==> src/rtl/arb_pkg.sv <==
// Shared definitions for the sram-like port arbiter: FSM states, source ids
// recorded in the response-order FIFO, and sram-like transfer size codes.
package arb_pkg;

    typedef enum logic [1:0] {
        IDLE   = 2'd0,
        LOCK_I = 2'd1,
        LOCK_D = 2'd2
    } arb_state_e;

    // Source id pushed per accepted address phase
    localparam logic SRC_INST = 1'b0;
    localparam logic SRC_DATA = 1'b1;

    // sram-like size encodings
    localparam logic [1:0] SIZE_BYTE = 2'd0;
    localparam logic [1:0] SIZE_HALF = 2'd1;
    localparam logic [1:0] SIZE_WORD = 2'd2;

endpackage

==> src/rtl/req_order_fifo.sv <==
// DEPTH x 1-bit in-order FIFO holding the source id of every accepted
// transaction so responses are routed back to the requester that issued them.
// The head is read combinationally because the response routing is same-cycle.
module req_order_fifo
    import arb_pkg::*;
#(
    parameter int DEPTH = 4
) (
    input  logic clk,
    input  logic resetn,
    input  logic push,
    input  logic push_id,
    input  logic pop,
    output logic head,
    output logic full,
    output logic empty
);

    localparam int AW = $clog2(DEPTH);
    localparam logic [AW:0] FULL_CNT = (AW + 1)'(DEPTH);

    logic [DEPTH-1:0] slot_reg;
    logic [AW-1:0]    wr_ptr_reg;
    logic [AW-1:0]    rd_ptr_reg;
    logic [AW:0]      count_reg;
    logic [AW:0]      count_next;
    logic             do_push;
    logic             do_pop;

    assign full    = (count_reg == FULL_CNT);
    assign empty   = (count_reg == '0);
    assign do_push = push & ~full;
    assign do_pop  = pop & ~empty;
    assign head    = slot_reg[rd_ptr_reg];

    // One register per slot; only the slot under the write pointer captures
    generate
        for (genvar gi = 0; gi < DEPTH; gi++) begin : g_slot
            always_ff @(posedge clk or negedge resetn) begin
                if (!resetn) begin
                    slot_reg[gi] <= SRC_INST;
                end else if (do_push && (wr_ptr_reg == AW'(gi))) begin
                    slot_reg[gi] <= push_id;
                end
            end
        end
    endgenerate

    // Occupancy: simultaneous push and pop leaves the count unchanged
    always_comb begin
        count_next = count_reg;
        case ({do_push, do_pop})
            2'b10:   count_next = count_reg + 1'b1;
            2'b01:   count_next = count_reg - 1'b1;
            default: count_next = count_reg;
        endcase
    end

    // Pointer and count registers; pointers wrap naturally (DEPTH is 2^n)
    always_ff @(posedge clk or negedge resetn) begin
        if (!resetn) begin
            wr_ptr_reg <= '0;
            rd_ptr_reg <= '0;
            count_reg  <= '0;
        end else begin
            if (do_push) wr_ptr_reg <= wr_ptr_reg + 1'b1;
            if (do_pop)  rd_ptr_reg <= rd_ptr_reg + 1'b1;
            count_reg <= count_next;
        end
    end

endmodule

==> src/rtl/sram_port_arbiter.sv <==
// Two-to-one arbiter sharing one sram-like memory port between the
// instruction-fetch and data requesters. Data has priority except when inst
// has been starved for STARVE_MAX consecutive data accepts. A grant stays
// locked to its requester until the address phase is accepted or withdrawn.
module sram_port_arbiter
    import arb_pkg::*;
#(
    parameter int DEPTH      = 4,
    parameter int STARVE_MAX = 4
) (
    input  logic        clk,
    input  logic        resetn,
    // instruction requester
    input  logic        inst_req,
    input  logic        inst_wr,
    input  logic [1:0]  inst_size,
    input  logic [3:0]  inst_wstrb,
    input  logic [31:0] inst_addr,
    input  logic [31:0] inst_wdata,
    output logic        inst_addr_ok,
    output logic        inst_data_ok,
    output logic [31:0] inst_rdata,
    // data requester
    input  logic        data_req,
    input  logic        data_wr,
    input  logic [1:0]  data_size,
    input  logic [3:0]  data_wstrb,
    input  logic [31:0] data_addr,
    input  logic [31:0] data_wdata,
    output logic        data_addr_ok,
    output logic        data_data_ok,
    output logic [31:0] data_rdata,
    // downstream memory port
    output logic        mem_req,
    output logic        mem_wr,
    output logic [1:0]  mem_size,
    output logic [3:0]  mem_wstrb,
    output logic [31:0] mem_addr,
    output logic [31:0] mem_wdata,
    input  logic        mem_addr_ok,
    input  logic        mem_data_ok,
    input  logic [31:0] mem_rdata
);

    localparam int SW = $clog2(STARVE_MAX + 1);
    localparam logic [SW-1:0] STARVE_CAP = SW'(STARVE_MAX);

    arb_state_e    state_reg;
    arb_state_e    state_next;
    logic [SW-1:0] starve_cnt_reg;
    logic [SW-1:0] starve_cnt_next;

    logic sel_data;
    logic win_req;
    logic accept;
    logic fifo_full;
    logic fifo_empty;
    logic fifo_head;
    logic resp_valid;

    // Grant selection: free choice in IDLE, fixed while locked
    always_comb begin
        sel_data = 1'b0;
        case (state_reg)
            IDLE:    sel_data = data_req & ~(inst_req & (starve_cnt_reg == STARVE_CAP));
            LOCK_I:  sel_data = 1'b0;
            LOCK_D:  sel_data = 1'b1;
            default: sel_data = 1'b0;
        endcase
    end

    assign win_req = sel_data ? data_req : inst_req;

    // A full order FIFO blocks all grants so no accept can overflow it
    assign mem_req   = win_req & ~fifo_full;
    assign mem_wr    = sel_data ? data_wr    : inst_wr;
    assign mem_size  = sel_data ? data_size  : inst_size;
    assign mem_wstrb = sel_data ? data_wstrb : inst_wstrb;
    assign mem_addr  = sel_data ? data_addr  : inst_addr;
    assign mem_wdata = sel_data ? data_wdata : inst_wdata;

    assign accept       = mem_req & mem_addr_ok;
    assign inst_addr_ok = accept & ~sel_data;
    assign data_addr_ok = accept &  sel_data;

    // Responses return in order; a data_ok with nothing outstanding is dropped
    assign resp_valid   = mem_data_ok & ~fifo_empty;
    assign inst_data_ok = resp_valid & (fifo_head == SRC_INST);
    assign data_data_ok = resp_valid & (fifo_head == SRC_DATA);
    assign inst_rdata   = mem_rdata;
    assign data_rdata   = mem_rdata;

    // Next-state: lock on a stalled grant, release on accept or withdrawal
    always_comb begin
        state_next = state_reg;
        case (state_reg)
            IDLE: begin
                if (mem_req && !mem_addr_ok) begin
                    state_next = sel_data ? LOCK_D : LOCK_I;
                end
            end
            LOCK_I: begin
                if (!inst_req || mem_addr_ok) state_next = IDLE;
            end
            LOCK_D: begin
                if (!data_req || mem_addr_ok) state_next = IDLE;
            end
            default: state_next = IDLE;
        endcase
    end

    // Starvation counter: counts data accepts that bypass a waiting inst
    always_comb begin
        starve_cnt_next = starve_cnt_reg;
        if (!inst_req || inst_addr_ok) begin
            starve_cnt_next = '0;
        end else if (data_addr_ok && (starve_cnt_reg != STARVE_CAP)) begin
            starve_cnt_next = starve_cnt_reg + 1'b1;
        end
    end

    // State and starvation registers
    always_ff @(posedge clk or negedge resetn) begin
        if (!resetn) begin
            state_reg      <= IDLE;
            starve_cnt_reg <= '0;
        end else begin
            state_reg      <= state_next;
            starve_cnt_reg <= starve_cnt_next;
        end
    end

    req_order_fifo #(
        .DEPTH (DEPTH)
    ) u_order_fifo (
        .clk     (clk),
        .resetn  (resetn),
        .push    (accept),
        .push_id (sel_data ? SRC_DATA : SRC_INST),
        .pop     (mem_data_ok),
        .head    (fifo_head),
        .full    (fifo_full),
        .empty   (fifo_empty)
    );

endmodule

==> config.mk <==
export PLATFORM = sky130hd
export DESIGN_NAME = sram_port_arbiter
export DESIGN_NICKNAME = d
export VERILOG_FILES = /design/src/rtl/arb_pkg.sv /design/src/rtl/req_order_fifo.sv /design/src/rtl/sram_port_arbiter.sv
export SDC_FILE = /design/constraint.sdc
export NUM_CORES = 1
export LEC_CHECK = 0
export ABC_AREA = 1
export CORE_AREA = 2 2 125 127
export DETAILED_ROUTE_END_ITERATION = 6
export DIE_AREA = 0 0 127 129
export GPL_TIMING_DRIVEN = 0
export SLEW_MARGIN = 15
export SYNTH_ARGS = -nofsm -noshare
export SYNTH_HDL_FRONTEND = slang
export SYNTH_SLANG_ARGS = --single-unit
==> constraint.sdc <==
create_clock -name clk -period 3.17 [get_ports clk]
set_clock_uncertainty 0.2 [all_clocks]
set_input_delay 0.634 -clock clk [delete_from_list [all_inputs] [get_ports clk]]
set_output_delay 0.634 -clock clk [all_outputs]
set_load 0.03 [all_outputs]
# ---- After elaboration in Yosys (flattened, before gate mapping)
# Cells that the tools add are included.
dict set report word_totals {
  register_bits 16
  inputBits 180
  output_inout_bits 140
  elab_cells 79
}
dict set report op_classes {
  addsub 5
  order_cmp 1
  n_eq_ne 13
  mux 18
  bitwise_logic 15
  reduce_logical 18
}
# cell n
set ops {}
lappend ops {{32-bit 2-to-1 mux} 2}
lappend ops {{1-bit AND} 10}
lappend ops {{2-bit 2-to-1 mux} 5}
lappend ops {{2-bit == test (second input constant)} 4}
lappend ops {{3-bit by 1-bit adder with 3-bit output (second input constant)} 2}
lappend ops {{2-bit by 1-bit == test with 1-bit output (second input constant)} 3}
lappend ops {{3-bit == test (second input constant)} 2}
lappend ops {{1-bit logical AND} 6}
lappend ops {{3-bit 2-to-1 mux} 2}
lappend ops {{2-bit inequality test (second input constant)} 3}
lappend ops {{2-bit one-hot mux with 3 select lines} 1}
lappend ops {{3-bit one-hot mux with 2 select lines} 1}
lappend ops {{1-bit NOT} 5}
lappend ops {{2-bit by 1-bit adder with 2-bit output (second input constant)} 2}
lappend ops {{2-bit zero test} 2}
lappend ops {{1-bit 2-to-1 mux} 4}
lappend ops {{4-bit 2-to-1 mux} 1}
lappend ops {{2-bit nonzero test} 2}
lappend ops {{1-bit zero test} 3}
lappend ops {{3-bit zero test} 1}
lappend ops {{1-bit logical OR} 3}
lappend ops {{2-bit by 3-bit less-than comparator with 1-bit output (second input constant)} 1}
lappend ops {{3-bit inequality test (second input constant)} 1}
lappend ops {{3-bit AND reduction} 1}
lappend ops {{other kinds (3)} 3}

# ---- Depth between registers and ports, before layout
dict set report logic_depth {
  depth_word 12
  mapped_depth 14
  depth_no_buf 14
}

# ---- Cells and area by module
# From an unflattened synthesis, not the netlist that was laid out.
dict set report hier_totals {
  cells_unflattened 436
  area_unflattened_um2 2476.1
}
# mod n_inst cells_each area_each_um2 seq_area_each_um2
set modules_own_cells {}
lappend modules_own_cells {sram_port_arbiter 1 353 1808.0 125.1}
lappend modules_own_cells {req_order_fifo 1 83 668.1 275.3}

# ---- Least setup slack after synthesis
# No wires, ideal clock.
dict set report synth_path {
  path_kind {input port to output port}
  from {input port data_req}
  to {output port inst_addr_ok}
  arrival_time_ps 1654
  required_ps 2336
  path_slack_ps 682
  cell_stages 8
  n_path_buf 0
  cell_sequence {inv_1 > nor2_1 > nand2_2 > nand3_2 > nand2_2 > inv_4 > nand2_4 > nor2_1}
}
dict set report synth_between {
  elab_chain_len 6
  elab_cells_between_ends 7
  cone_classes {mux (2); bitwise (5)}
}
# element line
set synth_lines {}
lappend synth_lines {{start, declared} sram_port_arbiter.sv:24} ;# input logic data_req,
lappend synth_lines {{1-bit AND} sram_port_arbiter.sv:65} ;# IDLE: sel_data = data_req & ~(inst_req & (starve_cnt_reg == STARVE_CAP));
lappend synth_lines {{1-bit one-hot mux with 2 select lines} sram_port_arbiter.sv:64} ;# case (state_reg)
lappend synth_lines {{1-bit 2-to-1 mux (*)} sram_port_arbiter.sv:72} ;# assign win_req = sel_data ? data_req : inst_req;
lappend synth_lines {{1-bit AND (*)} sram_port_arbiter.sv:75} ;# assign mem_req = win_req & ~fifo_full;
lappend synth_lines {{via mem_req} sram_port_arbiter.sv:34} ;# output logic mem_req,
lappend synth_lines {{1-bit AND (*)} sram_port_arbiter.sv:82} ;# assign accept = mem_req & mem_addr_ok;
lappend synth_lines {{1-bit AND (*)} sram_port_arbiter.sv:83} ;# assign inst_addr_ok = accept & ~sel_data;
lappend synth_lines {{end, declared} sram_port_arbiter.sv:20} ;# output logic inst_addr_ok,
# The timed path passes the listed nets; every way through them passes the cells marked *.

# ---- Final worst setup path
dict set report layout_path {
  from {input port data_req}
  to {output port mem_wstrb[1]}
}
dict set report layout_between {
  elab_chain_len 3
}
# element line
set layout_lines {}
lappend layout_lines {{1-bit AND} sram_port_arbiter.sv:65}
lappend layout_lines {{1-bit one-hot mux with 2 select lines} sram_port_arbiter.sv:64}
lappend layout_lines {{4-bit 2-to-1 mux} sram_port_arbiter.sv:78} ;# assign mem_wstrb = sel_data ? data_wstrb : inst_wstrb;
lappend layout_lines {{end, declared} sram_port_arbiter.sv:37} ;# output logic [3:0] mem_wstrb,
# No other way between the ends.

==> impl_metrics.csv <==
group,metric,value,unit
worst_hold_path,min_path_cells,1,
grt,overflow,0,
sta,fin_crit,3070,ps
final_layout,register_area,400,um^2
final_layout,stdcell_count,894,
routing,wl,12100,um
routing,firstDrtPassIters,4,
routing,wl_per_cell,13.5,um
pwr,p_total,3.49,mW
clock_tree,cts.htree.levels,1,
clock_tree,cts-root-buf,"clkbuf_16",
setup_path,critical_path_required,2340,ps
final_layout,nNetsFinal,895,
clock_tree,holdBufCountCts,0,
yosys,synth_edf_count,0,
yosys,yosysWarningCount,0,
sta,rsz0062_at_grt,"no",
setup_path,r2r_start,"starve_cnt_reg[0]",
final_layout,largest_register_ffs,4,
final_layout,diodes,0,
yosys,synth_most_common_cell,"nand2_1",
place,hpwl,10400,um
flow_run,cap_violations,0,
floorplanning,core_area,15000,um^2
setup_path,r2r_slack,640,ps
sta,tightest_slew,741,ps
yosys,post_synth_num_cell_types,26,
floorplanning,io_pins,320,
grt,grt_first_pass_wirelength,17400,um
yosys,yosysSeqAreaShare,16.7,%
place,place_inst,890,
worst_hold_path,min_path_type,"register to register",
yosys,syn_nets,603,
final_layout,final_layout_size_suffix_gt1_share,23.8,%
clock_tree,cts_buffers,3,
clock_tree,clkTransAtPathRegs,50,ps
yosys,synthArstFlopShare,100,%
yosys,synthCells,415,
final_layout,area_growth,122,%
setup_path,slowest_delay,450,ps
clock_tree,cts_setup_buffers,0,
yosys,ys_ff_latch,16,
yosys,ys.flop_type,"dfrtp_1",
clock_tree,cts_sinks,16,
floorplanning,dieArea,16400,um^2
setup_path,cp_slowest_cell,"clkdlybuf4s50_1",
clock_tree,cts_max_path_buffers,2,
status,outcome,"completed",
pwr,p_leak,2.76,nW
sta,slew_viol_final,0,
routing,vias,3301,
setup_path,critical_path_class,"input pin to output pin",
clock_tree,cts_repair_resize_count,235,
grt,antenna_found_initial,0,
sta,hold_viol,0,
worst_hold_path,min-delay-start,"u_order_fifo.count_reg[0]",
yosys,synth.area.top_cells,"nand2_1 37%, buf_4 21%, dfrtp_1 17%, ha_1 3.7%, buf_6 3.3%",
grt,grt_use_total,13.4,%
floorplanning,placementRows,45,
routing,detail_route.iter0.violations,83,
place,io_buffers,287,
setup_path,reg2reg_depth,14,
final_layout,multiInputGateArea,1290,um^2
pwr,irDropWorstVdd,490,uV
routing,vias_per_cell,3.69,
floorplanning,dieWidth,127,um
pwr,powerDensity,657,nW/um^2
setup_path,crit_chain,"clkdlybuf4s50_1, inv_1, nor2_1, nand2_2, nand2_2, buf_8, buf_6, nand2_1, nand2_1, clkdlybuf4s15_2",
yosys,synth_common_cells,"233 x nand2_1, 66 x buf_4, 18 x inv_1, 16 x dfrtp_1, 14 x nor2_1",
worst_hold_path,hold_end,"u_order_fifo.count_reg[0]",
grt,grt_pass1_vias,3197,
floorplanning,dieHeight,129,um
sta,slew_headroom,50.5,%
yosys,avgSynthCellArea,5.76,um^2
final_layout,fillCellCount,1644,
sta,fin_crit_sh,96.8,%
setup_path,start_kind,"input pin",
floorplanning,initial_utilization,16.0,%
setup_path,cp_max_fo,10,
clock_tree,clk_latency,240,ps
grt,grt_max_degree,17,
yosys,yosys.area.top_type,"nand2_1",
routing,drc_errors,0,
setup_path,arrival,2240,ps
place,place_congestion,0.781,
clock_tree,cts_tree,"done",
setup_path,reg2reg_to,"u_order_fifo.count_reg[2]",
yosys,synth_top_area_share,36.6,%
sta,fmax,0.326,GHz
yosys,syn_area,2390,um^2
sta,setup_viol,0,
routing,antenna_left,0,
setup_path,crit_path_end_kind,"output pin",
==> placed cells by master (no fill, tap or decap), types with 4 or more instances in the layout <==
cell and instances:
nand3_1 12, ha_1 7, dfrtp_1 16, buf_4 66, nor2_1 14, nand2_1 233
buf_6 9, xor2_1 4, buf_2 66, inv_1 18, o21ai_0 6, o21ai_1 4
clkdlybuf4s50_1 213, inv_2 4
==> how the worst max path moves through the flow <==
stage,cells past startpoint,startpoint,to
final,10,data_req,mem_wstrb[1]
after global routing,10,data_req,mem_wstrb[1]
after CTS,10,inst_req,mem_wdata[0]
after detailed placement,10,data_req,mem_wdata[0]
after global placement,10,data_req,mem_wdata[8]
after floorplan,8,data_req,inst_addr_ok
==> critical path, delay by kind of cell <==
kind          cells  cell delay [ps]
buf+inv           5             1120
simple gates      5              480
==> stage by stage <==
| stage | setup TNS, ps | hold WS [ps] | area (um^2) | worst slack (ps) | utilization (%) |
|---|---|---|---|---|---|
| 3_5_place_dp | -31210 | 281 | 5500 | -617 | 36.7 |
| 3_3_place_gp | -34100 | 283 | 5500 | -666 | 36.7 |
| 2_1_floorplan | 0 | 138 | 2390 | 682 | - |
| 4_1_cts | -39.8 | 302 | 5670 | -39.8 | 37.9 |
| 6_report | 0 | 298 | 5310 | 101 | 35.4 |
| 5_1_grt | 0 | 320 | 5310 | 3.29 | 35.4 |
==> cell type report <==
class,instances,area share (%)
Timing Repair Buffer,287,47.7
Tap cell,188,4.43
Clock buffer,4,1.67
Sequential cell,16,7.55
Buffer,80,12.6
Inverter,23,1.67
Multi-Input combinational cell,296,24.4
==> power breakdown <==
part | total, mW | switching, mW | internal (mW)
logic | 2.86 | 1.83 | 1.03
registers | 0.358 | 0.0662 | 0.292
clock network | 0.271 | 0.0795 | 0.192
==> kinds of logic after synthesis <==
kind of cell             Yosys count  synth area share [%]
flip-flops                        16                  16.7
AO/OA/AOI/OAI                     15                  3.72
adder cells (fa/ha/maj)            8                  4.50
AND/OR/NAND/NOR                  268                  44.0
XOR/XNOR                           5                  1.83
buffers and inverters            103                  29.2
==> per-layer routing <==
metal	vias up	global-route usage (%)	routed length [um]
li1	1766	-	-
met1	1413	17.1	5090
met2	122	24.9	6320
met3	0	2.04	700
met4	0	0.840	0
met5	-	0	0
Power figures use the tool's default switching activity.
